--- src/rtl/branch_redirect_unit_if.sv ---
// EX-to-fetch redirect bus: EX branch/jump decision inputs, the redirect handshake,
// the flush/stall controls and the optional misalignment trap report.
interface branch_redirect_unit_if #(
  parameter int unsigned XLEN  = 32,
  parameter int unsigned CNT_W = 16
);
  logic            ex_valid;
  logic            ex_is_branch;
  logic            ex_is_jal;
  logic            ex_is_jalr;
  logic            branch_taken;
  logic [XLEN-1:0] ex_pc;
  logic [XLEN-1:0] ex_imm;
  logic [XLEN-1:0] ex_rs1;
  logic            redirect_ready;
  logic            redirect_valid;
  logic [XLEN-1:0] redirect_pc;
  logic            stall_ex;
  logic            flush_ifid;
  logic            flush_idex;
  logic [CNT_W-1:0] redirect_cnt;
  logic            misalign_trap;
  logic [XLEN-1:0] misalign_addr;

  // Redirect unit side
  modport master (
    input  ex_valid, ex_is_branch, ex_is_jal, ex_is_jalr, branch_taken,
    input  ex_pc, ex_imm, ex_rs1, redirect_ready,
    output redirect_valid, redirect_pc, stall_ex, flush_ifid, flush_idex,
    output redirect_cnt, misalign_trap, misalign_addr
  );

  // Pipeline / fetch side
  modport slave (
    output ex_valid, ex_is_branch, ex_is_jal, ex_is_jalr, branch_taken,
    output ex_pc, ex_imm, ex_rs1, redirect_ready,
    input  redirect_valid, redirect_pc, stall_ex, flush_ifid, flush_idex,
    input  redirect_cnt, misalign_trap, misalign_addr
  );
endinterface

--- src/rtl/branch_redirect_unit.sv ---
// Turns taken EX branches/jumps into a registered fetch redirect plus wrong-path flushes.
// Optional macro BR_MISALIGN_TRAP_EN: misaligned targets raise a trap instead of redirecting.
module branch_redirect_unit #(
  parameter int unsigned XLEN         = 32,
  parameter int unsigned FLUSH_CYCLES = 1,
  parameter int unsigned CNT_W        = 16
) (
  input logic                   clk,
  input logic                   rst,
  branch_redirect_unit_if.master bus
);

  localparam int unsigned FC_W = 4;

  typedef enum logic [1:0] {
    IDLE     = 2'd0,
    REDIRECT = 2'd1,
    FLUSH    = 2'd2
  } state_t;

  state_t           state_q, state_d;
  logic [FC_W-1:0]  fcnt_q, fcnt_d;
  logic [XLEN-1:0]  pc_q, pc_d;
  logic [CNT_W-1:0] cnt_q, cnt_d;
  logic             valid_q, stall_q, flush_ifid_q, flush_idex_q;

  logic             event_c;
  logic             misaligned_c;
  logic [XLEN-1:0]  target_c;

  // Event detection and target arithmetic (jalr wins over jal/branch)
  always_comb begin
    event_c = bus.ex_valid &
              ((bus.ex_is_branch & bus.branch_taken) | bus.ex_is_jal | bus.ex_is_jalr);
    if (bus.ex_is_jalr) begin
      target_c = (bus.ex_rs1 + bus.ex_imm) & ~XLEN'(1);
    end else begin
      target_c = bus.ex_pc + bus.ex_imm;
    end
  end

`ifdef BR_MISALIGN_TRAP_EN
  assign misaligned_c = |target_c[1:0];
`else
  assign misaligned_c = 1'b0;
`endif

  // Next-state and datapath updates
  always_comb begin
    state_d = state_q;
    fcnt_d  = fcnt_q;
    pc_d    = pc_q;
    cnt_d   = cnt_q;
    unique case (state_q)
      IDLE: begin
        if (event_c && !misaligned_c) begin
          pc_d    = target_c;
          state_d = REDIRECT;
        end
      end
      REDIRECT: begin
        if (bus.redirect_ready) begin
          cnt_d = (&cnt_q) ? cnt_q : cnt_q + CNT_W'(1);
          if (FLUSH_CYCLES == 0) begin
            state_d = IDLE;
          end else begin
            state_d = FLUSH;
            fcnt_d  = FC_W'(FLUSH_CYCLES);
          end
        end
      end
      FLUSH: begin
        if (fcnt_q <= FC_W'(1)) begin
          state_d = IDLE;
        end else begin
          fcnt_d = fcnt_q - FC_W'(1);
        end
      end
      default: state_d = IDLE;
    endcase
  end

  // Outputs are registered copies decoded from the next state
  always_ff @(posedge clk or posedge rst) begin
    if (rst) begin
      state_q      <= IDLE;
      fcnt_q       <= '0;
      pc_q         <= '0;
      cnt_q        <= '0;
      valid_q      <= 1'b0;
      stall_q      <= 1'b0;
      flush_ifid_q <= 1'b0;
      flush_idex_q <= 1'b0;
    end else begin
      state_q      <= state_d;
      fcnt_q       <= fcnt_d;
      pc_q         <= pc_d;
      cnt_q        <= cnt_d;
      valid_q      <= (state_d == REDIRECT);
      stall_q      <= (state_d == REDIRECT);
      flush_idex_q <= (state_d == REDIRECT);
      flush_ifid_q <= (state_d != IDLE);
    end
  end

  assign bus.redirect_valid = valid_q;
  assign bus.redirect_pc    = pc_q;
  assign bus.stall_ex       = stall_q;
  assign bus.flush_ifid     = flush_ifid_q;
  assign bus.flush_idex     = flush_idex_q;
  assign bus.redirect_cnt   = cnt_q;

`ifdef BR_MISALIGN_TRAP_EN
  logic            trap_q;
  logic [XLEN-1:0] maddr_q;

  // Misaligned target in IDLE: one-cycle trap pulse, address held for the handler
  always_ff @(posedge clk or posedge rst) begin
    if (rst) begin
      trap_q  <= 1'b0;
      maddr_q <= '0;
    end else begin
      trap_q <= (state_q == IDLE) && event_c && misaligned_c;
      if ((state_q == IDLE) && event_c && misaligned_c) begin
        maddr_q <= target_c;
      end
    end
  end

  assign bus.misalign_trap = trap_q;
  assign bus.misalign_addr = maddr_q;
`else
  assign bus.misalign_trap = 1'b0;
  assign bus.misalign_addr = '0;
`endif

endmodule

--- src/flat_wrapper.sv ---
// flat-port wrapper written by rule: the top's interface ports become plain ports
module branch_redirect_unit_flat 
#(
  parameter int unsigned XLEN         = 32,
  parameter int unsigned FLUSH_CYCLES = 1,
  parameter int unsigned CNT_W        = 16
)
  (clk, rst, bus_ex_valid, bus_ex_is_branch, bus_ex_is_jal, bus_ex_is_jalr, bus_branch_taken, bus_ex_pc, bus_ex_imm, bus_ex_rs1, bus_redirect_ready, bus_redirect_valid, bus_redirect_pc, bus_stall_ex, bus_flush_ifid, bus_flush_idex, bus_redirect_cnt, bus_misalign_trap, bus_misalign_addr);
  branch_redirect_unit_if #(.XLEN(XLEN), .CNT_W(CNT_W)) bus_i ();
  input logic clk;
  input logic rst;
  input wire logic [$bits(bus_i.ex_valid)-1:0] bus_ex_valid;
  input wire logic [$bits(bus_i.ex_is_branch)-1:0] bus_ex_is_branch;
  input wire logic [$bits(bus_i.ex_is_jal)-1:0] bus_ex_is_jal;
  input wire logic [$bits(bus_i.ex_is_jalr)-1:0] bus_ex_is_jalr;
  input wire logic [$bits(bus_i.branch_taken)-1:0] bus_branch_taken;
  input wire logic [$bits(bus_i.ex_pc)-1:0] bus_ex_pc;
  input wire logic [$bits(bus_i.ex_imm)-1:0] bus_ex_imm;
  input wire logic [$bits(bus_i.ex_rs1)-1:0] bus_ex_rs1;
  input wire logic [$bits(bus_i.redirect_ready)-1:0] bus_redirect_ready;
  output wire logic [$bits(bus_i.redirect_valid)-1:0] bus_redirect_valid;
  output wire logic [$bits(bus_i.redirect_pc)-1:0] bus_redirect_pc;
  output wire logic [$bits(bus_i.stall_ex)-1:0] bus_stall_ex;
  output wire logic [$bits(bus_i.flush_ifid)-1:0] bus_flush_ifid;
  output wire logic [$bits(bus_i.flush_idex)-1:0] bus_flush_idex;
  output wire logic [$bits(bus_i.redirect_cnt)-1:0] bus_redirect_cnt;
  output wire logic [$bits(bus_i.misalign_trap)-1:0] bus_misalign_trap;
  output wire logic [$bits(bus_i.misalign_addr)-1:0] bus_misalign_addr;
  assign bus_i.ex_valid = bus_ex_valid;
  assign bus_i.ex_is_branch = bus_ex_is_branch;
  assign bus_i.ex_is_jal = bus_ex_is_jal;
  assign bus_i.ex_is_jalr = bus_ex_is_jalr;
  assign bus_i.branch_taken = bus_branch_taken;
  assign bus_i.ex_pc = bus_ex_pc;
  assign bus_i.ex_imm = bus_ex_imm;
  assign bus_i.ex_rs1 = bus_ex_rs1;
  assign bus_i.redirect_ready = bus_redirect_ready;
  assign bus_redirect_valid = bus_i.redirect_valid;
  assign bus_redirect_pc = bus_i.redirect_pc;
  assign bus_stall_ex = bus_i.stall_ex;
  assign bus_flush_ifid = bus_i.flush_ifid;
  assign bus_flush_idex = bus_i.flush_idex;
  assign bus_redirect_cnt = bus_i.redirect_cnt;
  assign bus_misalign_trap = bus_i.misalign_trap;
  assign bus_misalign_addr = bus_i.misalign_addr;
  branch_redirect_unit #(.XLEN(XLEN), .FLUSH_CYCLES(FLUSH_CYCLES), .CNT_W(CNT_W)) u_core (.clk(clk), .rst(rst), .bus(bus_i));
endmodule
--- config.mk ---
export PLATFORM = sky130hd
export DESIGN_NAME = branch_redirect_unit_flat
export DESIGN_NICKNAME = d
export VERILOG_FILES = /design/src/rtl/branch_redirect_unit_if.sv /design/src/rtl/branch_redirect_unit.sv /design/src/flat_wrapper.sv
export SDC_FILE = /design/constraint.sdc
export NUM_CORES = 1
export LEC_CHECK = 0
export BUFFER_PORTS_ARGS = -buffer_cell sky130_fd_sc_hd__buf_4
export CORE_ASPECT_RATIO = 0.7
export CORE_MARGIN = 3
export CORE_UTILIZATION = 40
export DETAILED_ROUTE_END_ITERATION = 10
export HOLD_SLACK_MARGIN = 0.12
export PLACE_DENSITY_LB_ADDON = 0.15
export SLEW_MARGIN = 20
export SYNTH_ARGS = -nofsm -noshare
export SYNTH_HDL_FRONTEND = slang
export SYNTH_SLANG_ARGS = --single-unit
--- constraint.sdc ---
create_clock -name clk -period 3.2 [get_ports clk]
set_clock_uncertainty 0.2 [all_clocks]
set_input_delay 0.64 -clock clk [delete_from_list [all_inputs] [get_ports clk]]
set_output_delay 0.64 -clock clk [all_outputs]
set_load 0.02 [all_outputs]
==> flow_summary.ini <==
[outcome]
status = finished, final reports clean

[global_route]
grt_pass1_wl_um = 29410
first_global_vias = 5978
grt_usage_pct = 22.53
grt-ovfl-total = 0
antenna_found_initial = 0
grt_max_degree = 49

[clocking]
cts_root_buf = clkbuf_16
cts_buffer_depth = 2
htreeDepth = 2
cts_sinks = 56
insertion_delay_ps = 300
clkSlewWorstSetupHoldPaths_ps = 70
numCtsBuffers = 5
cts_tree = yes

[logic_synthesis]
synthArstFlopShare_pct = 100.0
yosysWarnings = 0
postSynthAreaPerCell_um2 = 8.059
yosysTopAreaCellShare_pct = 23.82
synthFlopType = dfrtp_1
seq_area_frac_synth_pct = 23.82
synth.distinct_cells = 65
ys_ff_latch = 56
synth_area_um2 = 5883
yosys.area.top_type = dfrtp_1
netlist_top_cells_area = dfrtp_1, ha_1, xnor2_1
synth_edf_count = 0
syn_inst = 730

[worst_setup_path]
cp_common_cell = a221o_1
worstPathRequired_ps = 3190
end_kind = flip-flop
crit_buf_inv = 2
startpoint = bus_ex_rs1[13]
cp_cell_sequence = buf_4 -> ha_4 -> buf_4 -> a221o_1 -> a221o_1 -> a31oi_4 -> o21ai_1 -> a22oi_1 -> o21ai_1 -> xor2_1 -> a221o_1
slowest_delay_ps = 380
critPathKind = in -> reg
r2r_start = u_core.bus.redirect_cnt[4]
start_kind = primary input
crit_arrival_ps = 3080
worstPathMaxFanout = 3
cp_slowest_cell = a221o_1
rrSetupSlack_ps = 1030
ff2ff_path_depth = 7
cp_top_family = compound AO/OA/AOI/OAI gates
rr_endpoint = u_core.bus.redirect_cnt[9]

[timing]
setup_viol = 0
min_period_ps = 3096
tightest_slew_ps = 629.9
fin_crit_sh_pct = 96.76
hold_viol_final = 0
setup_ws_ps = 103.8
slew_violations = 0
timing.fmax_mhz = 323.0
slew_headroom_pct = 58.01

[routing]
final_antenna_net_count = 0
via_per_inst = 5.263
firstDrtPassIters = 5
vias = 6173
wl_um = 18900
drc_errors = 0
routedWlPerCell_um = 16.11
first_iter_violations = 334

[floorplan]
dieArea_um2 = 16220
pin_count = 189
die_x_um = 151.0
core_um2 = 14140
start_util_pct = 41.60
die_h_um = 107.5
rows = 36

[cells_and_area]
n_antenna_cell = 0
drive_gt1_share_pct = 31.13
fin_util_pct = 58.10
finalNetCount = 1152
area_growth_syn_to_layout_pct = 39.69

[placement]
hpwl_um = 15800
gp_routability_congestion = 0.9048
portBuffers = 155
pre_cts_slack_ps = -357.7

[power]
p_leak_uw = 0.004213
vdd_ir_drop_max_mv = 0.2286
powerDensity_nw_per_um2 = 500.0

[min_path]
holdCritStartpoint = u_core.bus.redirect_pc[27]
worstHoldEndpoint = u_core.bus.redirect_pc[27]
whs_path_depth = 2
hp-class = reg -> reg

[flow_run]
cap_violations = 0
## layout by cell type (no fill, tap or decap), types with 5 or more instances in the layout
master	instances
nand4_1	9
a21oi_2	6
a21o_1	39
a31oi_1	9
xor2_1	23
o21ai_1	14
o31ai_1	5
clkbuf_16	5
buf_4	268
nand2b_1	7
a211oi_1	6
o21ai_0	50
nor3_1	5
or3_1	5
o21bai_1	5
nor2_1	54
inv_1	16
nor2b_1	7
a21oi_1	60
a211o_1	6
nand3_1	19
ha_1	61
mux2i_1	5
dfrtp_1	56
xnor2_1	44
and3_1	14
conb_1	33
nand2_1	79
## how the worst max path moves through the flow
stage | slack (ps) | to | cells after the start
6_report | 100 | u_core.bus.redirect_pc[25] | 11
2_1_floorplan | -100 | u_core.bus.redirect_pc[31] | 11
4_1_cts | 30 | u_core.bus.redirect_pc[30] | 12
3_5_place_dp | -360 | u_core.bus.redirect_pc[26] | 13
3_3_place_gp | -310 | u_core.bus.redirect_pc[29] | 13
5_1_grt | -0.6 | u_core.bus.redirect_pc[31] | 12
## area by class of cell
type,instances,area [um2]
Fill cell,1313,5926
Clock inverter,2,38.79
Tap cell,190,237.7
Sequential cell,56,1401
Multi-Input combinational cell,632,4322
Inverter,18,67.56
Timing Repair Buffer,269,2022
Clock buffer,6,128.9
## per-stage QoR
step / TNS (ps) / power [uW] / area (um2) / instances / hold WS, ps
after global routing: -0.6213 / 4393 / 8218 / 1173 / 305.9
after detailed placement: -3250 / 3437 / 7918 / 1163 / 261.9
final: 0 / 4109 / 8218 / 1173 / 273.3
after floorplan: -136.8 / 2463 / 6021 / 762 / 312.4
after CTS: 0 / 4100 / 8099 / 1172 / 280.6
after global placement: -2722 / 3404 / 7918 / 1163 / 256.0
## power breakdown
part | switching, uW | internal [uW]
registers | 185 | 962
clock network | 277 | 374
logic | 1270 | 1040
## tightest hold or removal path: stages, from the launching register on
cell     delay (ps)
dfrtp_1         350
nand2_1          50
nand2_1          50
## registers in the layout, indices dropped and copies added, names as in the netlist
name	cells
u_core.state_q	2
u_core.fcnt_q	4
u_core.bus.redirect_valid	1
u_core.bus.redirect_pc	32
u_core.bus.flush_ifid	1
u_core.bus.redirect_cnt	16
## routing by layer
metal	track usage [%]	routed length, um	up-vias
met4	4.010	238	0
met1	34.17	9396	2851
met3	4.461	1279	22
met2	33.21	7985	216
met5	0	0	-
li1	-	-	3084
## kinds of logic after synthesis
kind of cell | synth area share [%]
other | 0.06374
XOR/XNOR | 9.974
flip-flops | 23.82
AO/OA/AOI/OAI | 26.61
adder cells (fa/ha/maj) | 14.29
buffers and inverters | 7.103
AND/OR/NAND/NOR | 17.10
multiplexers | 1.042
## synth_stat cells (11+ instances only)
library cell / instances
a21o_1: 39
a21oi_1: 65
a31oi_1: 11
and3_1: 14
buf_4: 35
clkbuf_1: 16
dfrtp_1: 56
ha_1: 64
inv_1: 17
nand2_1: 79
nand3_1: 20
nor2_1: 54
o21ai_0: 54
xnor2_1: 44
xor2_1: 23
## repair_timing
action,CTS,global route
cloned,0,0
hold endpoints to repair,8,0
setup endpoints to repair,2,13
pin swaps,0,15
hold buffers,1,0
resized for setup,1,22
buffers inserted,0,1
No activity file was read; power rests on OpenSTA's default activity.
